### config.mk
export PLATFORM = sky130hd
export DESIGN_NAME = xor_issue_collector
export DESIGN_NICKNAME = d
export VERILOG_FILES = /design/src/rtl/xor_issue_collector.sv
export SDC_FILE = /design/constraint.sdc
export NUM_CORES = 1
export LEC_CHECK = 0
export ABC_AREA = 1
export CAP_MARGIN = 15
export CORE_AREA = 4 4 115 117
export CTS_CLUSTER_DIAMETER = 60
export DETAILED_ROUTE_END_ITERATION = 8
export DIE_AREA = 0 0 119 121
export DONT_BUFFER_PORTS = 1
export GPL_TIMING_DRIVEN = 0
export PLACE_DENSITY = 0.84
export SLEW_MARGIN = 20
export SYNTH_ARGS = -nofsm -noshare
export SYNTH_HDL_FRONTEND = slang
export SYNTH_SLANG_ARGS = --single-unit
export TNS_END_PERCENT = 1
### constraint.sdc
create_clock -name clk_i -period 3.87 [get_ports clk_i]
set_input_delay 0.774 -clock clk_i [delete_from_list [all_inputs] [get_ports clk_i]]
set_output_delay 0.774 -clock clk_i [all_outputs]
set_load 0.02 [all_outputs]
### src/rtl/xor_issue_collector.sv
// xor_issue_collector: issue/result collector for a fixed-latency XOR unit.
// Tags each accepted request through a LATENCY-deep pipe, captures the unit
// result when the tag arrives and buffers {id, data} in a credit-protected
// FIFO. Define XOR_COLLECTOR_BYPASS_EN to let a result skip an empty FIFO
// when the consumer is ready in the capture cycle.
module xor_issue_collector #(
    parameter int unsigned LATENCY    = 1,
    parameter int unsigned FIFO_DEPTH = 4,
    parameter int unsigned ID_WIDTH   = 3
) (
    input  logic                                         clk_i,
    input  logic                                         rst_ni,
    input  logic                                         kill_i,
    input  logic                                         issue_valid_i,
    output logic                                         issue_ready_o,
    input  logic [ID_WIDTH-1:0]                          issue_id_i,
    input  logic [31:0]                                  issue_rs1_i,
    input  logic [31:0]                                  issue_rs2_i,
    output logic [31:0]                                  fu_rs1_o,
    output logic [31:0]                                  fu_rs2_o,
    input  logic [31:0]                                  fu_result_i,
    output logic                                         result_valid_o,
    input  logic                                         result_ready_i,
    output logic [ID_WIDTH-1:0]                          result_id_o,
    output logic [31:0]                                  result_data_o,
    output logic [$clog2(LATENCY+FIFO_DEPTH+1)-1:0]      inflight_o
);

    localparam int unsigned DATA_W = 32;
    localparam int unsigned PTR_W  = $clog2(FIFO_DEPTH);
    localparam int unsigned FCNT_W = $clog2(FIFO_DEPTH + 1);
    localparam int unsigned CNT_W  = $clog2(LATENCY + FIFO_DEPTH + 1);

    logic [LATENCY-1:0]               tag_vld_q, tag_vld_d;
    logic [LATENCY-1:0][ID_WIDTH-1:0] tag_id_q, tag_id_d;
    logic [ID_WIDTH-1:0]              mem_id_q   [FIFO_DEPTH];
    logic [DATA_W-1:0]                mem_data_q [FIFO_DEPTH];
    logic [PTR_W-1:0]                 wr_ptr_q, wr_ptr_d;
    logic [PTR_W-1:0]                 rd_ptr_q, rd_ptr_d;
    logic [FCNT_W-1:0]                cnt_q, cnt_d;
    logic [CNT_W-1:0]                 inflight_q, inflight_d;
    logic [ID_WIDTH-1:0]              hold_id_q, hold_id_d;
    logic [DATA_W-1:0]                hold_data_q, hold_data_d;

    logic                fire;
    logic                last_vld;
    logic [ID_WIDTH-1:0] last_id;
    logic                fifo_empty;
    logic                bypass;
    logic                pop;
    logic                fifo_pop;
    logic                push;

    // Handshake decode, credit check and result presentation
    always_comb begin
        issue_ready_o = !kill_i && (inflight_q < CNT_W'(FIFO_DEPTH));
        fire          = issue_valid_i && issue_ready_o;
        fu_rs1_o      = fire ? issue_rs1_i : '0;
        fu_rs2_o      = fire ? issue_rs2_i : '0;
        last_vld      = tag_vld_q[LATENCY-1];
        last_id       = tag_id_q[LATENCY-1];
        fifo_empty    = (cnt_q == '0);
`ifdef XOR_COLLECTOR_BYPASS_EN
        bypass        = fifo_empty && last_vld && result_ready_i && !kill_i;
`else
        bypass        = 1'b0;
`endif
        result_valid_o = !fifo_empty || bypass;
        if (!fifo_empty) begin
            result_id_o   = mem_id_q[rd_ptr_q];
            result_data_o = mem_data_q[rd_ptr_q];
        end else if (bypass) begin
            result_id_o   = last_id;
            result_data_o = fu_result_i;
        end else begin
            result_id_o   = hold_id_q;
            result_data_o = hold_data_q;
        end
        pop        = result_valid_o && result_ready_i && !kill_i;
        fifo_pop   = pop && !fifo_empty;
        push       = last_vld && !bypass && !kill_i;
        inflight_o = inflight_q;
    end

    // Next state for tag pipe, FIFO pointers, counters and held output
    always_comb begin
        tag_vld_d   = tag_vld_q;
        tag_id_d    = tag_id_q;
        wr_ptr_d    = wr_ptr_q;
        rd_ptr_d    = rd_ptr_q;
        cnt_d       = cnt_q;
        inflight_d  = inflight_q;
        hold_id_d   = result_valid_o ? result_id_o : hold_id_q;
        hold_data_d = result_valid_o ? result_data_o : hold_data_q;
        if (kill_i) begin
            tag_vld_d  = '0;
            wr_ptr_d   = '0;
            rd_ptr_d   = '0;
            cnt_d      = '0;
            inflight_d = '0;
        end else begin
            tag_vld_d[0] = fire;
            tag_id_d[0]  = issue_id_i;
            for (int unsigned i = 1; i < LATENCY; i++) begin
                tag_vld_d[i] = tag_vld_q[i-1];
                tag_id_d[i]  = tag_id_q[i-1];
            end
            if (push) begin
                wr_ptr_d = wr_ptr_q + PTR_W'(1);
            end
            if (fifo_pop) begin
                rd_ptr_d = rd_ptr_q + PTR_W'(1);
            end
            if (push && !fifo_pop) begin
                cnt_d = cnt_q + FCNT_W'(1);
            end else if (!push && fifo_pop) begin
                cnt_d = cnt_q - FCNT_W'(1);
            end
            if (fire && !pop) begin
                inflight_d = inflight_q + CNT_W'(1);
            end else if (!fire && pop) begin
                inflight_d = inflight_q - CNT_W'(1);
            end
        end
    end

    // Control state registers
    always_ff @(posedge clk_i or negedge rst_ni) begin
        if (!rst_ni) begin
            tag_vld_q   <= '0;
            tag_id_q    <= '0;
            wr_ptr_q    <= '0;
            rd_ptr_q    <= '0;
            cnt_q       <= '0;
            inflight_q  <= '0;
            hold_id_q   <= '0;
            hold_data_q <= '0;
        end else begin
            tag_vld_q   <= tag_vld_d;
            tag_id_q    <= tag_id_d;
            wr_ptr_q    <= wr_ptr_d;
            rd_ptr_q    <= rd_ptr_d;
            cnt_q       <= cnt_d;
            inflight_q  <= inflight_d;
            hold_id_q   <= hold_id_d;
            hold_data_q <= hold_data_d;
        end
    end

    // Result storage; contents are only observed through valid entries
    always_ff @(posedge clk_i) begin
        if (push) begin
            mem_id_q[wr_ptr_q]   <= last_id;
            mem_data_q[wr_ptr_q] <= fu_result_i;
        end
    end

endmodule
After elaboration in Yosys (flattened, before gate mapping)
Memories as Yosys holds them, arrays and structs flattened.
Cells that the tools add are included.
Cells by class
  add/subtract/negate cells: 6
  muxes and demuxes: 17
  reduce and logical (&&, ||, !) cells: 21
  $lt $le $gt $ge: 1
Operators by type and width (number)
  32-bit two-way mux: 3
  3-bit two-way mux: 7
  1-bit logical AND: 10
  2-bit two-way mux: 4
  3-bit by 1-bit adder with 3-bit output, second input constant: 2
  1-bit logical NOT: 6
  3-bit nonzero test: 2
  3-bit by 1-bit subtractor with 3-bit output, second input constant: 2
  2-bit by 1-bit adder with 2-bit output, second input constant: 2
  2-bit nonzero test: 2
  3-bit logical NOT: 1
  3-bit < comparator, second input constant: 1
  1-bit two-way mux: 3
Word-level totals
  register bits after elaboration: 49
  word-level logic and storage cells: 55
  RAM bits: 140
  memories: 2
  output and inout bits: 104
Memory list
  mem_data_q: words 4, bits a word 32, read ports 1, clocked after memory_dff 0, wr ports 1, line 37  | logic [DATA_W-1:0] mem_data_q [FIFO_DEPTH];
  mem_id_q: words 4, bits a word 3, read ports 1, clocked after memory_dff 0, wr ports 1, line 36  | logic [ID_WIDTH-1:0] mem_id_q [FIFO_DEPTH];

Logic depth before layout (Yosys ltp)
Gate-level depths: netlist of run 1.
  depth in word-level cells: 9
  gate-level depth with buffers: 10
  depth with buffers taken out: 10

Least setup slack after synthesis of run 1
OpenSTA, ideal clock, no wires.
  path kind: input to register
  start: input kill_i
  end: memory mem_data_q[0][0] (enable)
  slack: 0.866 ns
  stages: 4
  setup time: 0.427 ns
  arrival: 2.577 ns
  path through: buf_6 > nor2_4 > inv_2 > nor2_1
Between the ends
  longest elaborated chain between the ends: 4
RTL lines
  from (decl): line 13  | input logic kill_i,
  1-bit logical NOT: line 81  | push = last_vld && !bypass && !kill_i;
  1-bit logical AND: line 81
  1-bit two-way mux: line 152  | if (push) begin
  1-bit two-way mux (implied by the code): line 154  | mem_data_q[wr_ptr_q] <= fu_result_i;
  to (decl): line 37
Every way passes these cells.

Final worst setup path of run 1
  start: register inflight_q[2], in the netlist inflight_o[2]
  end: output fu_rs2_o[3]
Between the ends
  longest elaborated chain between the ends: 4
RTL lines
  from (decl): line 41  | logic [CNT_W-1:0] inflight_q, inflight_d;
  from (signal assigned): line 144  | inflight_q <= inflight_d;
  3-bit < comparator: line 56  | issue_ready_o = !kill_i && (inflight_q < CNT_W'(FIFO_DEPTH));
  1-bit logical AND: line 56
  named net issue_ready_o: line 15  | output logic issue_ready_o,
  1-bit logical AND: line 57  | fire = issue_valid_i && issue_ready_o;
  32-bit two-way mux: line 59  | fu_rs2_o = fire ? issue_rs2_i : '0;
  to (decl): line 20  | output logic [31:0] fu_rs2_o,
The timed path passes the listed nets, and every way through them passes these cells.

==> results.py, run 1 <==
metrics = {
    "global_route": {
        "grt_pass1_wl_um": 31900,
        "antenna_found_initial": 0,
        "grt_overflow_total": 0,
        "track_usage": 0.299,
        "grt_pass1_vias": 5715,
        "grt_max_degree": 50,
    },
    "synthesis": {
        "netlist_area_um2": 8090,
        "ys_types": 25,
        "synth-seq-cells": 189,
        "yosys-top-cells-count": "nor2_1 (244), edfxtp_1 (140), inv_1 (79)",
        "synth.yosys.seq_area_share": 0.671,
        "yosysTopAreaCellShare": 0.519,
        "yosysMostFrequentCell": "nor2_1",
        "syn_area_per_cell_um2": 10.7,
        "ys_top_cells_by_area": "edfxtp_1 (52%), dfrtp_1 (15%), nor2_1 (11%), a31oi_1 (5.4%), o21ai_1 (4.5%)",
        "yosys.area.top_type": "edfxtp_1",
        "syn-num-nets": 869,
        "synth_flop_cell": "edfxtp_1",
        "yosys_warnings": 0,
        "postSynthCellCount": 759,
        "synth_edf_count": 140,
        "async_reset_ff_frac": 0.259,
    },
    "placement": {
        "io_buffers": 0,
        "place_area_um2": 8430,
        "gp_congestion": 0.796,
        "preCtsSetupSlack_ps": 1080,
        "dp_hpwl_um": 14300,
    },
    "final_layout": {
        "num_antenna_cells": 0,
        "syn_to_final_growth_pct": 11.2,
        "final_net_count": 892,
        "fill_cells": 771,
        "drive_gt1_frac": 0.109,
        "design_area_um2": 9000,
    },
    "clock_tree": {
        "postCtsSetupBuffers": 0,
        "cts_resized": 0,
        "cts_made_buffers": 17,
        "cts_num_sinks": 189,
        "insertion_delay_ps": 430,
        "cts_max_level": 4,
        "cts_hold_buf": 0,
        "root_buffer": "clkbuf_16",
        "cts.path.max_buffers": 2,
        "tritoncts": "built",
        "path_clk_slew_ps": 70,
    },
    "routing": {
        "met3_length_um": 2010,
        "met2WireLength_um": 11900,
        "wire_per_inst_um": 22.4,
        "detailroute.via_count": 5870,
        "postRouteAntennaNets": 0,
        "detail_route.vias_per_cell": 6.07,
        "routed_wl_um": 21700,
        "dr.pass1.iters": 8,
        "drc_errors": 0,
        "m1WireLength_um": 6800,
        "drt_iter0_markers": 583,
        "top_layer_used": "met4",
    },
    "critical_path": {
        "path_class": "reg2out",
        "critPathCapture": "fu_rs2_o[3]",
        "crit_arrival_ps": 2150,
        "max_stage_delay_ps": 510,
        "r2r_cells": 5,
        "startpoint": "inflight_o[2]",
        "start_kind": "flop",
        "required_ps": 3100,
        "reg2reg_slack_ps": 2020,
        "crit_fanout": 10,
        "reg2reg_to": "mem_data_q[0][20]",
        "reg2reg_from": "wr_ptr_q[0]",
        "path_cells": "nor2_4, nand2_2, buf_4, buf_6, nor2_1",
        "critPathCaptureType": "output port",
        "slowest_stage": "dfrtp_1",
    },
    "timing": {
        "finalClockSkew_ps": 7.83,
        "tightest_slew_ps": 765,
        "period_minus_slack_ps": 2930,
        "max_freq_mhz": 342,
        "slew_viol_final": 0,
        "setup_viol": 0,
        "worst_slack_ps": 944,
        "hold_slack_ps": 38.5,
        "rsz0062_at_grt": "false",
        "finalHoldViolCount": 0,
        "max-slew-margin-rel": 0.489,
        "min_period_over_period": 0.756,
    },
    "pwr": {
        "worst_ir_drop_vdd_uv": 524,
        "p_leak_nw": 3.55,
        "p_per_area_nw_per_um2": 734,
    },
    "floorplan": {
        "placementRows": 41,
        "core-area_um2": 12400,
        "initial_utilization": 0.655,
        "die-height_um": 121,
        "ios": 208,
        "die_x_um": 119,
        "die_area_um2": 14400,
    },
    "flow_run": {
        "maxCapViolCount": 0,
    },
    "status": {
        "status": "finished, final reports clean",
    },
    "hold_path": {
        "hp-class": "in2async",
    },
}
==> worst min-delay path by stage <==
stage	slack, ps	endpoint	cells past startpoint	startpoint
after global routing	30	hold_data_q[26]	0	rst_ni
after CTS	30	hold_data_q[13]	0	rst_ni
after global placement	480	cnt_q[0]	0	rst_ni
after floorplan	470	cnt_q[0]	1	cnt_q[0]
after detailed placement	480	hold_data_q[23]	0	rst_ni
final	40	last_id[2]	0	rst_ni
==> cell usage in the layout, fill, tap and decap left out, types with 2 or more instances in the layout <==
| cell | netlist | routed |
|---|---|---|
| a21oi_1 | 3 | 3 |
| a31oi_1 | 70 | 70 |
| buf_12 | 0 | 3 |
| buf_2 | 22 | 22 |
| buf_4 | 4 | 4 |
| buf_6 | 12 | 12 |
| bufinv_16 | 0 | 2 |
| clkbuf_1 | 4 | 5 |
| clkbuf_16 | 0 | 17 |
| clkinv_1 | 0 | 2 |
| clkinv_2 | 0 | 2 |
| clkinvlp_4 | 0 | 4 |
| dfrtp_1 | 49 | 49 |
| edfxtp_1 | 140 | 140 |
| fa_1 | 2 | 2 |
| ha_1 | 4 | 4 |
| inv_1 | 79 | 79 |
| inv_2 | 6 | 6 |
| inv_6 | 0 | 3 |
| nand2_1 | 31 | 31 |
| nand2_2 | 2 | 2 |
| nand3_1 | 3 | 3 |
| nor2_1 | 244 | 240 |
| nor2_4 | 2 | 6 |
| o21ai_0 | 3 | 3 |
| o21ai_1 | 73 | 73 |
==> area by class of cell <==
type | count | area (µm²) | share of cell area
inverter | 85 | 319 | 0.0355
timing repair buffer | 4 | 87.6 | 0.00973
tap | 172 | 215 | 0.0239
multi-input combinational | 443 | 2080 | 0.232
clock inverter | 14 | 143 | 0.0159
clock buffer | 18 | 429 | 0.0477
buffer | 42 | 290 | 0.0323
sequential | 189 | 5430 | 0.604
==> metrics by stage <==
step,cells,total power [mW],TNS (ps),util
2_1_floorplan,759,4.33,0,-
5_1_grt,967,6.87,0,0.728
6_report,967,6.61,0,0.728
4_1_cts,967,6.60,0,0.728
3_5_place_dp,935,4.90,0,0.682
3_3_place_gp,931,4.80,-33340,0.672
==> state kept, by name (all words and copies together), names as in the netlist, 2 cells and up <==
name,count
mem_data_q,128
hold_data_q,32
mem_id_q,12
cnt_q,3
hold_id_q,3
inflight_o,3
last_id,3
rd_ptr_q,2
wr_ptr_q,2
==> power by group <==
| group | internal (mW) | switching (mW) |
|---|---|---|
| clock | 0.951 | 0.745 |
| sequential | 2.45 | 0.126 |
| combinational | 0.599 | 1.73 |
==> cells by family after synthesis <==
kind of cell               Yosys count  synth area share
buffers and inverters              127            0.0753
and+or+nand+nor                    285             0.137
AOI/OAI and AO/OA                  150             0.104
DFF                                189             0.671
adders and majority gates            6            0.0111
xor gates and xnor gates             2           0.00216
==> critical path, delay by kind of cell, from the launching register on <==
| kind | cells | cell delay [ps] |
|---|---|---|
| buf+inv | 2 | 350 |
| flops | 1 | 510 |
| simple gates | 3 | 860 |
==> routing by layer <==
| metal | track usage | up-vias |
|---|---|---|
| met2 | 0.557 | 379 |
| met5 | 0 | - |
| met1 | 0.305 | 2823 |
| met3 | 0.0811 | 71 |
| li1 | - | 2597 |
| met4 | 0.152 | 0 |
Power figures use the tool's default switching activity.
==> run 2, diff against run 1 <==
Settings changed: CORE_AREA 4 4 115 117 to 4 4 119 121, DIE_AREA 0 0 119 121 to 0 0 123 125, PLACE_DENSITY 0.84 to 0.8.
Clock period 3.87 ns to 2.7 ns, I/O delays scaled along.
==> run 2 against run 1 <==
  * Critical path depth unchanged
  * Worst hold slack improved by 160 ps
  * Register-to-register slack got worse by 1200 ps
  * Core utilization decreased by 2.4 points
  * Sequential share of layout area decreased by 1.4 points
  * Critical path type unchanged
  * Largest cell class unchanged
  * Highest routed layer is now met5
==> results.py, run 2 (synthesized netlist as in run 1, its figures left out) <==
metrics = {
    "timing": {
        "worst_slack_ps": 23.7,
        "min_period_over_period": 0.991,
        "rsz0062_at_grt": "true",
        "period_minus_slack_ps": 2680,
        "setup_viol": 0,
        "max_freq_mhz": 374,
        "tightest_slew_ps": 697,
        "tns_ps": 0,
        "slew_viol_final": 0,
        "max-slew-margin-rel": 0.533,
        "finalHoldViolCount": 0,
        "hold_slack_ps": 195,
        "finalClockSkew_ps": 10.5,
    },
    "routing": {
        "wire_per_inst_um": 23.3,
        "routed_wl_um": 22800,
        "dr.pass1.iters": 5,
        "detail_route.vias_per_cell": 6.06,
        "detailroute.via_count": 5920,
        "drc_errors": 0,
        "drt_iter0_markers": 586,
        "postRouteAntennaNets": 0,
    },
    "critical_path": {
        "required_ps": 2160,
        "crit_fanout": 10,
        "critPathCaptureType": "output port",
        "start_kind": "flop",
        "reg2reg_slack_ps": 790,
        "crit_arrival_ps": 2140,
        "path_class": "reg2out",
    },
    "final_layout": {
        "stdcell_count": 977,
        "reg_top3": "mem_data_q: 128 flops, hold_data_q: 32 flops, mem_id_q: 12 flops",
        "final_net_count": 895,
        "drive_gt1_frac": 0.139,
        "post-route-util": 0.704,
        "layout_common_cells": "nor2_1 (234), edfxtp_1 (140), inv_1 (79), o21ai_1 (73), a31oi_1 (57)",
        "syn_to_final_growth_pct": 13.8,
        "final_common_cell": "nor2_1",
        "fill_cells": 861,
        "regMostFlops": "mem_data_q",
        "design_area_um2": 9210,
        "largest_reg_flops": 128,
    },
    "floorplan": {
        "die-height_um": 125,
        "die_area_um2": 15400,
        "ios": 208,
        "initial_utilization": 0.618,
        "core-area_um2": 13100,
        "placementRows": 42,
        "die_x_um": 123,
    },
    "global_route": {
        "antenna_found_initial": 6,
        "grt_pass1_wl_um": 33400,
        "grt_pass1_vias": 5694,
        "grt_overflow_total": 0,
        "track_usage": 0.296,
        "grt_max_degree": 50,
    },
    "placement": {
        "gp_congestion": 0.816,
        "dp_hpwl_um": 15400,
        "preCtsSetupSlack_ps": 348,
        "io_buffers": 0,
        "place_area_um2": 8480,
        "dp_cells": 940,
    },
    "pwr": {
        "worst_ir_drop_vdd_uv": 597,
        "p_leak_nw": 3.61,
        "p_per_area_nw_per_um2": 1050,
        "p_total_mw": 9.68,
    },
    "clock_tree": {
        "cts_made_buffers": 17,
        "tritoncts": "built",
        "cts_num_sinks": 189,
        "root_buffer": "clkbuf_16",
        "cts.path.max_buffers": 2,
        "insertion_delay_ps": 440,
        "path_clk_slew_ps": 70,
        "cts_max_level": 4,
        "postCtsSetupBuffers": 0,
    },
    "flow_run": {
        "maxCapViolCount": 0,
    },
    "hold_path": {
        "hp-class": "in2reg",
    },
    "status": {
        "status": "finished, final reports clean",
    },
}
-- run 2: cell type report --
| class | instances | area, µm² | share of cell area |
|---|---|---|---|
| flip-flops and latches | 189 | 5430 | 0.590 |
| multi-input cells | 443 | 2180 | 0.237 |
| clock inverters | 15 | 161 | 0.0175 |
| inverters | 85 | 319 | 0.0346 |
| repair buffers | 7 | 175 | 0.0190 |
| plain buffers | 42 | 290 | 0.0315 |
| clock buffers | 17 | 425 | 0.0462 |
| diodes | 3 | 7.51 | 0.000815 |
| well taps | 176 | 220 | 0.0239 |
-- run 2: power breakdown --
group          leakage (nW)  switching [mW]  total (mW)  internal, mW
clock                 0.282            1.10        2.48          1.38
combinational          1.49            2.59        3.52         0.931
sequential             1.84           0.174        3.69          3.51
-- run 2: timing repair --
action,4_1_cts,5_1_grt
gates resized for setup,2,17
setup endpoints to repair,2,20
endpoints found under the hold margin,49,0
hold buffers,2,0
-- run 2: path summary, 6_finish.rpt --
path | start | endpoint | cells past startpoint
max in group asynchronous | rst_ni | hold_data_q[20] | 2
worst max-delay path | rd_ptr_q[0] | result_data_o[16] | 5
worst max register to register | wr_ptr_q[0] | mem_data_q[2][11] | 5
worst min register to register | cnt_q[0] | cnt_q[0] | 1
worst min-delay path | fu_result_i[15] | mem_data_q[0][15] | 0
min in group asynchronous | rst_ni | hold_data_q[23] | 2
-- run 2: metal layers --
layer	part of all wire	track usage	wire length, µm	up-vias
li1	-	-	-	2615
met1	0.32	0.317	7230	2825
met2	0.51	0.506	11500	396
met3	0.14	0.127	3120	74
met4	0.037	0.132	840	10
met5	0.0022	0	51	-
-- run 2: critical path, cell delays in order, from the launching register on --
cell and delay, ps:
dfrtp_1 370, buf_4 170, inv_2 140, buf_2 300, o21ai_1 160, a31oi_1 560
